**src/rtl/cache_mem_arbiter_pkg.sv**
```systemverilog
// Shared core types: arbiter FSM states, grant owner, and the round-robin tie-break.
package rv32i_types;

    typedef enum logic [1:0] {
        IDLE    = 2'd0,
        SERVE_I = 2'd1,
        SERVE_D = 2'd2,
        DONE    = 2'd3
    } arb_state_t;

    typedef enum logic {
        GRANT_I = 1'b0,
        GRANT_D = 1'b1
    } arb_grant_t;

    // On a tie the cache that did not win last time gets the port.
    function automatic arb_grant_t rr_select(input logic iReq, input logic dReq,
                                             input arb_grant_t lastGrant);
        if (iReq && (!dReq || lastGrant == GRANT_D)) begin
            return GRANT_I;
        end
        return GRANT_D;
    endfunction

endpackage

```
**src/rtl/cache_mem_arbiter.sv**
```systemverilog
// Round-robin arbiter sharing the single burst-memory port between icache and dcache.
// All outputs are registered; one line transaction is in flight at a time.
module cache_mem_arbiter
    import rv32i_types::*;
#(
    parameter int ADDR_WIDTH = 32,
    parameter int LINE_WIDTH = 256
) (
    input  logic                  clk,
    input  logic                  rst,
    input  logic [ADDR_WIDTH-1:0] i_addr,
    input  logic                  i_read,
    output logic [LINE_WIDTH-1:0] i_rdata,
    output logic                  i_resp,
    input  logic [ADDR_WIDTH-1:0] d_addr,
    input  logic                  d_read,
    input  logic                  d_write,
    input  logic [LINE_WIDTH-1:0] d_wdata,
    output logic [LINE_WIDTH-1:0] d_rdata,
    output logic                  d_resp,
    output logic [ADDR_WIDTH-1:0] bmem_addr,
    output logic                  bmem_read,
    output logic                  bmem_write,
    output logic [LINE_WIDTH-1:0] bmem_wdata,
    input  logic [LINE_WIDTH-1:0] bmem_rdata,
    input  logic                  bmem_resp
);

    arb_state_t            state_q, state_d;
    arb_grant_t            lastGrant_q, lastGrant_d;
    logic [ADDR_WIDTH-1:0] bmemAddr_q, bmemAddr_d;
    logic                  bmemRead_q, bmemRead_d;
    logic                  bmemWrite_q, bmemWrite_d;
    logic [LINE_WIDTH-1:0] bmemWdata_q, bmemWdata_d;
    logic [LINE_WIDTH-1:0] rdata_q, rdata_d;
    logic                  iResp_q, iResp_d;
    logic                  dResp_q, dResp_d;

    logic iReq;
    logic dReq;

    assign iReq = i_read;
    assign dReq = d_read | d_write;

    always_ff @(posedge clk) begin
        if (rst) begin
            state_q     <= IDLE;
            lastGrant_q <= GRANT_D;
            bmemAddr_q  <= '0;
            bmemRead_q  <= 1'b0;
            bmemWrite_q <= 1'b0;
            bmemWdata_q <= '0;
            rdata_q     <= '0;
            iResp_q     <= 1'b0;
            dResp_q     <= 1'b0;
        end else begin
            state_q     <= state_d;
            lastGrant_q <= lastGrant_d;
            bmemAddr_q  <= bmemAddr_d;
            bmemRead_q  <= bmemRead_d;
            bmemWrite_q <= bmemWrite_d;
            bmemWdata_q <= bmemWdata_d;
            rdata_q     <= rdata_d;
            iResp_q     <= iResp_d;
            dResp_q     <= dResp_d;
        end
    end

    always_comb begin
        state_d     = state_q;
        lastGrant_d = lastGrant_q;
        bmemAddr_d  = bmemAddr_q;
        bmemRead_d  = bmemRead_q;
        bmemWrite_d = bmemWrite_q;
        bmemWdata_d = bmemWdata_q;
        rdata_d     = rdata_q;
        iResp_d     = 1'b0;
        dResp_d     = 1'b0;

        unique case (state_q)
            IDLE: begin
                if (iReq || dReq) begin
                    if (rr_select(iReq, dReq, lastGrant_q) == GRANT_I) begin
                        state_d     = SERVE_I;
                        lastGrant_d = GRANT_I;
                        bmemAddr_d  = i_addr;
                        bmemRead_d  = 1'b1;
                        bmemWrite_d = 1'b0;
                    end else begin
                        // Read+write together is illegal; the write wins.
                        state_d     = SERVE_D;
                        lastGrant_d = GRANT_D;
                        bmemAddr_d  = d_addr;
                        bmemRead_d  = d_read & ~d_write;
                        bmemWrite_d = d_write;
                        bmemWdata_d = d_wdata;
                    end
                end
            end
            SERVE_I, SERVE_D: begin
                if (bmem_resp) begin
                    state_d     = DONE;
                    rdata_d     = bmem_rdata;
                    bmemRead_d  = 1'b0;
                    bmemWrite_d = 1'b0;
                    iResp_d     = (state_q == SERVE_I);
                    dResp_d     = (state_q == SERVE_D);
                end
            end
            DONE: begin
                state_d = IDLE;
            end
            default: begin
                state_d = IDLE;
            end
        endcase
    end

    always_ff @(posedge clk) begin
        if (!rst) begin
            assert (!(d_read && d_write));
        end
    end

    assign i_rdata    = rdata_q;
    assign d_rdata    = rdata_q;
    assign i_resp     = iResp_q;
    assign d_resp     = dResp_q;
    assign bmem_addr  = bmemAddr_q;
    assign bmem_read  = bmemRead_q;
    assign bmem_write = bmemWrite_q;
    assign bmem_wdata = bmemWdata_q;

endmodule

```
**config.mk**
```make
export PLATFORM = sky130hd
export DESIGN_NAME = cache_mem_arbiter
export DESIGN_NICKNAME = d
export VERILOG_FILES = /design/src/rtl/cache_mem_arbiter_pkg.sv /design/src/rtl/cache_mem_arbiter.sv
export SDC_FILE = /design/constraint.sdc
export NUM_CORES = 1
export LEC_CHECK = 0
export ABC_AREA = 1
export BUFFER_PORTS_ARGS = -buffer_cell sky130_fd_sc_hd__buf_4
export CORE_AREA = 2 2 537 539
export DETAILED_ROUTE_END_ITERATION = 16
export DIE_AREA = 0 0 539 541
export SLEW_MARGIN = 40
export SYNTH_ARGS = -nofsm -noshare
export SYNTH_HDL_FRONTEND = slang
export SYNTH_SLANG_ARGS = --single-unit
```
**constraint.sdc**
```tcl
create_clock -name clk -period 2.26 [get_ports clk]
set_input_delay 0.226 -clock clk [delete_from_list [all_inputs] [get_ports clk]]
set_output_delay 0.226 -clock clk [all_outputs]
set_load 0.01 [all_outputs]
```
[Yosys cells after proc, flatten, opt, wreduce, memory -nomap -nowiden]
Index checks and enable logic that the tools add are counted.
Widths: inputs -> output; s select.
Word-level totals
  flip-flop bits (word level): 551
  input port bits: 582
  output and inout port bits: 804
  logic and storage cells: 52
Operators by class
  eq/ne operators: 5
  muxes and demuxes: 20
  bitwise operators: 5
  reductions and logical operators: 13
Operator list (count)
  $mux 32: 1
  $mux 1: 13
  $mux 2: 3
  $pmux 2 s3: 1
  $reduce_and 2->1: 3
  $reduce_and 3->1: 2
  $eq 2x2->1 const B: 2
  $ne 2x2->1 const B: 2
  $pmux 1 s2: 2
  $not 1->1: 3
  $reduce_or 3->1: 1
  $eq 2x1->1 const B: 1
  $logic_not 2->1: 1
  $logic_or 1x1->1: 2
  $reduce_bool 2->1: 1
  $reduce_or 2->1: 1
  $and 1x1->1: 1
  $logic_and 1x1->1: 1
  $logic_not 1->1: 1
  $or 1x1->1: 1

[Longest topological paths before layout]
Gate-level depths: netlist of run 1.
  word-level depth: 13
  depth in mapped cells: 10
  mapped depth without buffers: 9

[Worst setup path before layout of run 1]
OpenSTA, ideal clock, no wires.
  path type: register to register
  start: reg state_q[0]
  end: reg rdata_q[221] (netlist: d_rdata[221])
  library setup time: 0.065 ns
  arrival time: 1.546 ns
  required time: 2.195 ns
  setup slack: 0.650 ns
  cell stages (with the launch flop): 8
  buffers on the path: 2
  period minus slack after synthesis: 1.610 ns
  path through: dfxtp_1 -> inv_1 -> ha_1 -> nand2_1 -> clkbuf_1 -> clkbuf_1 -> o21ai_0 -> nor2_1
Between the ends
  word-level cells in the longest chain between the ends: 3
  elaborated cells between the ends (all ways): 4
  classes of those cells: 2 x eq/ne; 2 x reduce/logical
RTL lines
  from (decl): line cache_mem_arbiter.sv:29  | arb_state_t state_q, state_d;
  from (signal assigned): line cache_mem_arbiter.sv:57  | state_q <= state_d;
  $eq 2x1->1 or $eq 2x2->1 (tied branches): line cache_mem_arbiter.sv:80  | unique case (state_q)
  $reduce_or 2->1 (*): line cache_mem_arbiter.sv:80
  $reduce_and 2->1 (no line) (*)
  to (signal assigned): line cache_mem_arbiter.sv:63  | rdata_q <= rdata_d;
  to (decl): line cache_mem_arbiter.sv:35  | logic [LINE_WIDTH-1:0] rdata_q, rdata_d;
Mark *: on every way between the ends. The rest lies on a longest branch, timed or not.
A chain may end at the register's enable or synchronous reset.

[Final worst setup path of run 1]
  start: reg state_q[0]
  end: reg bmemWdata_q[159] (netlist: bmem_wdata[159])
Between the ends
  word-level cells in the longest chain between the ends: 2
RTL lines
  $logic_not 2->1: line cache_mem_arbiter.sv:80
  $reduce_and 3->1 (no line)
  to (signal assigned): line cache_mem_arbiter.sv:62  | bmemWdata_q <= bmemWdata_d;
  to (decl): line cache_mem_arbiter.sv:34  | logic [LINE_WIDTH-1:0] bmemWdata_q, bmemWdata_d;
No other way between the ends.

==> metrics.txt, run 1 <==
status=finished clean; CTS root buf=clkbuf_16; slowest stage delay, CP=570 ps; maximum VDD drop=0.000789 V; P&R area growth vs syn=104%; Die Height=541 µm; Yosys cell types=21; post-route core utilization=around 15%; Place WS=249 ps; DR DRC count=0; Final ANT Viol Nets=0; Global Route met1 Usage=between 10% and 20%; xor and xnor area share after synthesis=0%; nets@finish=5104; total CTS buffers=77; latest clock arrival within the worst-skew pair=roughly 780 ps; crit path max-delay cell type=dlygate4sd3_1; Seq pwr share=28.3%; CP endpoint kind=flop; crit start category=flop; Via Count=~26000; GR Overflow Total=0; total track usage=between 10% and 20%; Final Cycle Share=96.0%; # setup viols final=0; Avg Inst Size Synth=7.61 µm²; Seq cells post-synth=approximately 550; syn_nets=3396; total net switching power=26.1 mW; Mapped Cells=2810; met2 Use GR=a little over a fifth; Max clock buf depth=4; port bufs=1385; H-tree lvl count=3; pin count of the biggest net entering global routing=125; Clk pin slew, worst setup/hold paths=60 ps; GPL Wtd Cong=0.939; Power Density=roughly 1300 mW/mm²; kind of critical path=reg -> reg; post-synthesis sequential area ratio=between 50% and 60%; maxcap violations=0; Cell Rows=a little under 200; R2R Path Start=state_q[0]; hold path startpoint=bmem_rdata[125]; R2R cell count=9; relative slew slack=55.1%; mapped cell area=0.0214 mm²; Hold Crit Depth=4; Initial Util=approximately 7.5%; initial antenna violation count=214; layout cells sized above 1=34.5%; critical path fanouts, max=55; multiplexer share of the synthesized area=0%; P_leak=19.0 nW; Detailed Place HPWL=191 mm; Sw Ratio=approximately 45%; IO Pins=roughly 1400; setup tns final=0 ps; Fmax achieved=0.461 GHz; Pint=between 30 and 40 mW; Worst Path Required=2930 ps; via density per instance=3.12; Worst Max-Slew Pin Slew=about 670 ps; DRT Pass-1 Iters=6; max-slew violations=0; clock power share=21.8%; Reg2Reg Capture Point=bmem_wdata[159]; grt peak-use layer=met2; Synth Area in Compound Gates=12.1%; die area=about 0.29 mm²; Final Critical Period=2170 ps; met3 Use GR=8.74%; Combinational Power Share=50.0%; Critical Path AT=~2800 ps; CP top delay family=buffers and inverters; r2r setup slk=around 90 ps; global-route wire length before repair=272 mm; Fin Clk Skew=around 21 ps; CTS tree=yes; adder-cell share of the synthesized area=0.234%; crit path buf inv count=4; routed wire length per instance=26.0 µm; HP Class=in -> reg; PnR worst setup slack=89.8 ps; Hold EP=d_rdata[125]; vias in the first global route=25200; RSZ-0062 raised after global routing=no; Post-Synth Simple-Gate Area=22.2%; Core Area=around 0.29 mm²; CTS sink count=551; final hold violation count=0; largest family of logic cells by synthesized area=simple AND/OR/NAND/NOR gates; final wirelength=220 mm; CP Cell Sequence=inv_2 -> ha_4 -> inv_1 -> a21oi_4 -> nand2_8 -> buf_12 -> o21ai_0 -> dlygate4sd3_1 -> nor2_1; Die W=539 µm; First DRT Iteration DRCs=1876; YS warnings=0
registers in the layout (all words and copies together), names as in the netlist:
| register | cells |
|---|---|
| bmem_write | 1 |
| state_q | 2 |
| bmem_wdata | 256 |
| bmem_read | 1 |
| i_resp | 1 |
| lastGrant_q | 1 |
| d_rdata | 256 |
| bmem_addr | 32 |
| d_resp | 1 |
Yosys cell counts (all sizes together):
cell type	count	area, µm²
a21oi	4	23.8
buf	336	2390
clkbuf	106	398
dfxtp	551	11000
ha	4	50.1
inv	50	188
nand2	114	438
nand3	37	185
nor2	1091	4100
nor3b	2	15.0
o211ai	1	7.51
o21ai	513	2570
or2	1	6.26
through the flow:
step	power (mW)	instance area [µm²]	hold slack, ps	instances
3_5_place_dp	44.7	34600	473	7598
2_1_floorplan	28.1	21400	372	2810
6_report	58.3	43600	241	8447
5_1_grt	61.9	43500	210	8399
4_1_cts	59.4	43300	133	8354
3_3_place_gp	44.6	34600	463	7598
routing by layer:
layer	vias up	part of all wire [%]
li1	12200	-
met1	12000	38
met4	174	5.8
met2	1504	41
met3	482	14
met5	-	0.50
power by group through the flow:
| stage | clock (mW) | combinational (mW) | sequential (mW) |
|---|---|---|---|
| global route | 13.4 | 31.7 | 16.9 |
| global placement | 0 | 28.1 | 16.5 |
| floorplan | 0 | 11.0 | 17.1 |
| detailed placement | 0 | 28.1 | 16.6 |
| finish | 12.7 | 29.1 | 16.5 |
| CTS | 13.2 | 29.8 | 16.4 |
timing repair:
item                       in CTS  in global routing
gates resized for setup         0                  9
setup buffers                   0                  1
hold endpoints to repair      549                  0
setup endpoints to repair       0                 59
hold buffers                  620                  0
layout by cell type, fill, tap and decap left out, types with 12 or more instances in the layout:
cell type      synthesis  final
clkbuf_8               0     12
nor2_1              1091   1091
nand3_1               37     37
o21ai_1               33     34
nand2_1              112    111
diode_2                0     91
buf_4                282   1421
clkbuf_1             106     19
dfxtp_1              551    551
clkbuf_16              0     78
o21ai_0              480    479
inv_1                 48     44
buf_12                 0     28
dlygate4sd3_1          0    620
final cells by class:
type | instances | area [µm²]
repair buffers | 2071 | 17500
clock inverters | 28 | 354
well taps | 3781 | 4730
inverters | 50 | 210
fillers | 32600 | 243000
clock buffers | 108 | 2160
diodes | 91 | 228
flip-flops and latches | 551 | 11000
multi-input cells | 1767 | 7420
worst reg2reg max path, stage by stage (launching register included):
cell and delay [ps]:
dfxtp_1 330, inv_2 100, ha_4 150, inv_1 60
a21oi_4 220, nand2_8 110, buf_12 180, o21ai_0 310
dlygate4sd3_1 570, nor2_1 40
cells by family (layout without fill, tap and decap cells):
logic type               count (synthesis)  after routing
adder cells (fa/ha/maj)                  4              4
AND/OR/NAND/NOR                       1245           1245
flip-flops                             551            551
AO/OA/AOI/OAI                          518            518
buffers and inverters                  492           2257
other                                    0             91
how the worst max path moves through the flow:
| stage | from | endpoint | cells after the start |
|---|---|---|---|
| 2_1_floorplan | state_q[0] | d_rdata[221] | 7 |
| 3_3_place_gp | state_q[0] | bmem_wdata[101] | 9 |
| 3_5_place_dp | state_q[0] | bmem_wdata[14] | 9 |
| 4_1_cts | lastGrant_q | bmem_addr[24] | 11 |
| 5_1_grt | state_q[1] | bmem_read | 10 |
| 6_report | state_q[0] | bmem_wdata[159] | 9 |
(Power assumes the default switching activity.)
==> run 2: changes to the inputs <==
clock period = 2.3 ns   (was 2.26 ns; I/O delays follow)
==> run 2 against run 1 <==
Effect of this change: clock power about the same; clock skew increased by 1.6 ps; hold slack improved by 6.5 ps; critical path type unchanged; largest cell class unchanged.
==> metrics.txt, run 2 (same netlist as run 1, synthesis figures left out) <==
global-route wire length before repair=272 mm; DRT Pass-1 Iters=5; fin area=0.0438 mm²; port bufs=1385; critical path fanouts, max=3; Max clock buf depth=4; Final Critical Period=2190 ps; routed wire length per instance=25.9 µm; maxcap violations=0; relative slew slack=between 50% and 60%; Power Density=1310 mW/mm²; crit start category=flop; CTS root buf=clkbuf_16; CP endpoint kind=flop; Filler Cell Count=32500; via density per instance=between 3 and 4; CTS tree=yes; P_leak=19.1 nW; Fmax achieved=0.458 GHz; Fin Clk Skew=22.7 ps; P&R area growth vs syn=105%; initial antenna violation count=212; setup tns final=0 ps; latest clock arrival within the worst-skew pair=about 800 ps; Total Power=57.4 mW; slowest stage delay, CP=570 ps; total CTS buffers=77; Detailed Place HPWL=roughly 190 mm; layout cells sized above 1=34.4%; Cell Rows=197; Core Area=around 0.29 mm²; Initial Util=roughly 7.5%; placed cells=7598; total track usage=roughly 14%; vias in the first global route=25300; CP Cell Sequence=inv_1 -> ha_1 -> nand3_1 -> dlygate4sd3_1 -> nand3_1 -> dlygate4sd3_1 -> a21oi_1; Clk pin slew, worst setup/hold paths=60 ps; DR DRC count=0; area post-placement=between 0.03 and 0.04 mm²; # setup viols final=0; Die W=539 µm; nets@finish=about 5100; Via Count=26500; max-slew violations=0; IO Pins=between 1000 and 1500; Fin Hold WS=about 250 ps; status=finished clean; final hold violation count=0; crit path max-delay cell type=dlygate4sd3_1; most common cell after layout, fill and taps aside=buf_4; die area=0.292 mm²; Worst Max-Slew Pin Slew=683 ps; Final Cycle Share=95.0%; Worst Path Required=~3000 ps; HP Class=in -> reg; H-tree lvl count=3; Final ANT Viol Nets=0; GR Overflow Total=0; First DRT Iteration DRCs=1937; Critical Path AT=2880 ps; Non-Filler Instances=8466; RSZ-0062 raised after global routing=no; GPL Wtd Cong=0.943; Die Height=541 µm; kind of critical path=reg -> reg; pin count of the biggest net entering global routing=125; final wirelength=220 mm; maximum VDD drop=between 0.0005 and 0.0006 V; CTS sink count=551; most frequent cells in the layout=buf_4 (1422), nor2_1 (1091), dlygate4sd3_1 (642), dfxtp_1 (551), o21ai_0 (477)
==> run 2: changes by cell type in the layout (fill, tap and decap cells not counted), moves of 2 or more <==
cell and change:
clkbuf_1 -9, bufinv_16 +3, inv_6 -3, inv_8 +2, inv_1 +2, clkbuf_8 -3, buf_12 -2, o21ai_1 +2
dlygate4sd3_1 +22, inv_2 -2, o21ai_0 -2, diode_2 +8
==> run 2: metrics by stage <==
step	setup WS [ps]	util [%]
2_1_floorplan	690	-
5_1_grt	0.734	15.3
6_report	115	15.3
3_3_place_gp	231	12.1
3_5_place_dp	198	12.1
4_1_cts	22.7	15.2
==> run 2: layout make-up <==
| type | count | area (µm²) | area share, % |
|---|---|---|---|
| repair buffers | 2093 | 17700 | 40.3 |
| flip-flops and latches | 551 | 11000 | 25.2 |
| multi-input cells | 1767 | 7430 | 16.9 |
| well taps | 3781 | 4730 | 10.8 |
| clock buffers | 96 | 2090 | 4.76 |
| clock inverters | 29 | 435 | 0.993 |
| diodes | 99 | 248 | 0.565 |
| inverters | 50 | 210 | 0.479 |
==> run 2: critical path, delay by kind of cell (launching register included) <==
family	cells	cell delay [ps]
AO/OA/AOI/OAI	1	110
adder cells (fa/ha/maj)	1	240
buffers and inverters	3	1240
flip-flops	1	360
AND/OR/NAND/NOR	2	170
==> run 2: final timing paths <==
check             startpoint              end  slack [ps]  depth (start not counted)
min              d_wdata[51]   bmem_wdata[51]         250                          4
max reg2reg       state_q[0]       state_q[1]         110                          7
min reg2reg  bmem_wdata[248]  bmem_wdata[248]         480                          2
max               state_q[0]       state_q[1]         110                          7
==> run 2: layer usage <==
layer / GRT usage [%] / up-vias / wire length (µm)
li1: - / 12300 / -
met1: 16.4 / 12100 / 85900
met2: 21.4 / 1546 / 90700
met3: 8.20 / 464 / 29700
met4: 7.00 / 162 / 12200
met5: 0 / - / 1040
==> run 2: where the power goes <==
part	switching [mW]	leakage, nW	total (mW)	internal, mW
combinational	17.4	13.3	28.7	11.3
sequential	3.13	4.55	16.2	13.1
clock	5.10	1.23	12.5	7.44
total	25.6	19.1	57.4	31.8
==> run 2: what timing repair did <==
action,in CTS,in global routing
resized for setup,0,10
setup endpoints to repair,0,54
endpoints found under the hold margin,549,0
buffers inserted,0,1
hold buffers,642,0
==> run 3: changes to the inputs <==
CELL_PAD_IN_SITES_DETAIL_PLACEMENT = 1   (was unset)
CELL_PAD_IN_SITES_GLOBAL_PLACEMENT = 2   (was unset)
CORE_AREA = 2 2 547 549   (was 2 2 537 539)
DIE_AREA = 0 0 549 551   (was 0 0 539 541)
PLACE_DENSITY_LB_ADDON = 0.1   (was unset)
==> run 3 against run 2 <==
Effect of this change: final area rose by 0.78%; largest power group unchanged; clock skew rose by 25 ps; highest routed layer unchanged; clock-buffer cell count rose by 49; fmax rose by 2.6%; non-clock buffer count fell by 8; utilization fell by 0.39 points.
==> metrics.txt, run 3 (same netlist as run 1, synthesis figures left out) <==
# setup viols final=0; P_leak=between 15 and 20 nW; Final Cycle Share=between 90 and 100%; routed wire length per instance=around 22 µm; CP Cell Sequence=inv_2 -> ha_2 -> nand3_1 -> dlygate4sd3_1 -> nand3_1 -> a21oi_1 -> dlygate4sd3_1; most common cell after layout, fill and taps aside=buf_4; kind of critical path=reg -> reg; P&R area growth vs syn=107%; Die Height=roughly 550 µm; IO Pins=about 1400; RSZ-0062 raised after global routing=no; CP top delay family=buffers and inverters; Critical Path AT=2790 ps; placed cells=7793; DR DRC count=0; maxcap violations=0; Via Count=25200; final wirelength=about 190 mm; DRT Pass-1 Iters=4; Core Area=0.296 mm²; HP Class=in -> reg; setup tns final=0 ps; final hold violation count=0; Worst Max-Slew Pin Slew=527 ps; Fmax achieved=~0.47 GHz; maximum VDD drop=0.000526 V; H-tree lvl count=3; status=finished clean; Final Critical Period=2130 ps; CP endpoint kind=flop; layout cells sized above 1=35.4%; Detailed Place HPWL=154 mm; Non-Filler Instances=8579; max-slew violations=0; pin count of the biggest net entering global routing=66; Filler Cell Count=35200; total CTS buffers=93; GPL Wtd Cong=0.736; nets@finish=5134; die area=between 0.3 and 0.4 mm²; slowest stage delay, CP=590 ps; global-route wire length before repair=247 mm; crit path max-delay cell type=dlygate4sd3_1; Die W=around 550 µm; most frequent cells in the layout=buf_4 (1452), nor2_1 (1091), dlygate4sd3_1 (594), dfxtp_1 (551), o21ai_0 (480); CTS tree=yes; initial antenna violation count=62; Initial Util=around 7.2%; Max clock buf depth=4; total track usage=11.9%; critical path fanouts, max=3; port bufs=1385; CTS sink count=between 500 and 600; Worst Path Required=slightly below 3000 ps; Cell Rows=200; via density per instance=~2.9; Clk pin slew, worst setup/hold paths=60 ps; latest clock arrival within the worst-skew pair=820 ps; crit path buf inv count=3; Power Density=approximately 1300 mW/mm²; Fin Clk Skew=47.8 ps; vias in the first global route=roughly 27000; Final ANT Viol Nets=0; First DRT Iteration DRCs=702; relative slew slack=64.5%; crit start category=flop; CTS root buf=clkbuf_16; GR Overflow Total=0
==> run 3: cell types whose count changed in the layout (fill, tap and decap cells not counted), moves of 3 or more <==
| cell | before | now |
|---|---|---|
| buf_12 | 26 | 35 |
| buf_4 | 1422 | 1452 |
| bufinv_16 | 9 | 2 |
| clkbuf_1 | 10 | 31 |
| clkbuf_16 | 78 | 97 |
| clkbuf_8 | 9 | 19 |
| diode_2 | 99 | 29 |
| dlygate4sd3_1 | 642 | 594 |
| inv_6 | 5 | 1 |
| o21ai_0 | 477 | 480 |
| o21ai_1 | 36 | 33 |
==> run 3: layout make-up <==
type / count / area [µm²] / share of cell area [%]
flip-flops and latches: 551 / 11000 / 25.0
inverters: 50 / 210 / 0.476
multi-input cells: 1767 / 7430 / 16.8
diodes: 29 / 72.6 / 0.164
clock inverters: 13 / 141 / 0.320
well taps: 3939 / 4930 / 11.2
clock buffers: 145 / 2760 / 6.24
repair buffers: 2085 / 17600 / 39.9
==> run 3: path summary, 6_finish.rpt <==
kind / from / to / slack, ps / cells past startpoint
worst min-delay path: d_wdata[66] / bmem_wdata[66] / 210 / 4
worst max-delay path: state_q[0] / state_q[1] / 170 / 7
worst max register to register: state_q[0] / state_q[1] / 170 / 7
worst min register to register: bmem_wdata[24] / bmem_wdata[24] / 480 / 2
==> run 3: routing by layer <==
layer / up-vias / track usage, % / share of wire [%]
met2: 976 / 20.4 / 48
met3: 223 / 5.40 / 9.9
met5: - / 0 / 0.19
met4: 60 / 3.58 / 2.8
li1: 12200 / - / -
met1: 11700 / 13.1 / 39
==> run 3: tightest hold or removal path: cells and delay by family <==
kind                   cells  cell delay [ps]
AOI/OAI and AO/OA          1               70
buffers and inverters      2              610
and+or+nand+nor            1               80
==> run 3: repair_timing <==
item                                    CTS  global route
buffers inserted                          0             3
hold endpoints to repair                548             0
resized for setup                         0             8
hold buffers                            594             0
endpoints found under the setup margin    0            39
==> run 3: per-stage QoR <==
| step | area [µm²] | worst slack [ps] | power [mW] | utilization (%) | hold WS (ps) |
|---|---|---|---|---|---|
| 6_report | 44200 | 171 | 57.7 | 14.9 | 209 |
| 5_1_grt | 44200 | 20.7 | 62.2 | 14.9 | 180 |
| 4_1_cts | 44000 | 18.8 | 60.0 | 14.9 | 116 |
| 3_5_place_dp | 35200 | 102 | 43.8 | 11.9 | 473 |
| 3_3_place_gp | 35200 | 149 | 43.8 | 11.9 | 464 |
| 2_1_floorplan | 21400 | 690 | 27.6 | - | 376 |
==> run 3: power breakdown <==
| group | internal [mW] | switching, mW | leakage, nW |
|---|---|---|---|
| Combinational | 11.4 | 15.6 | 13.3 |
| Clock | 8.37 | 5.67 | 1.41 |
| Sequential | 13.1 | 3.60 | 4.55 |
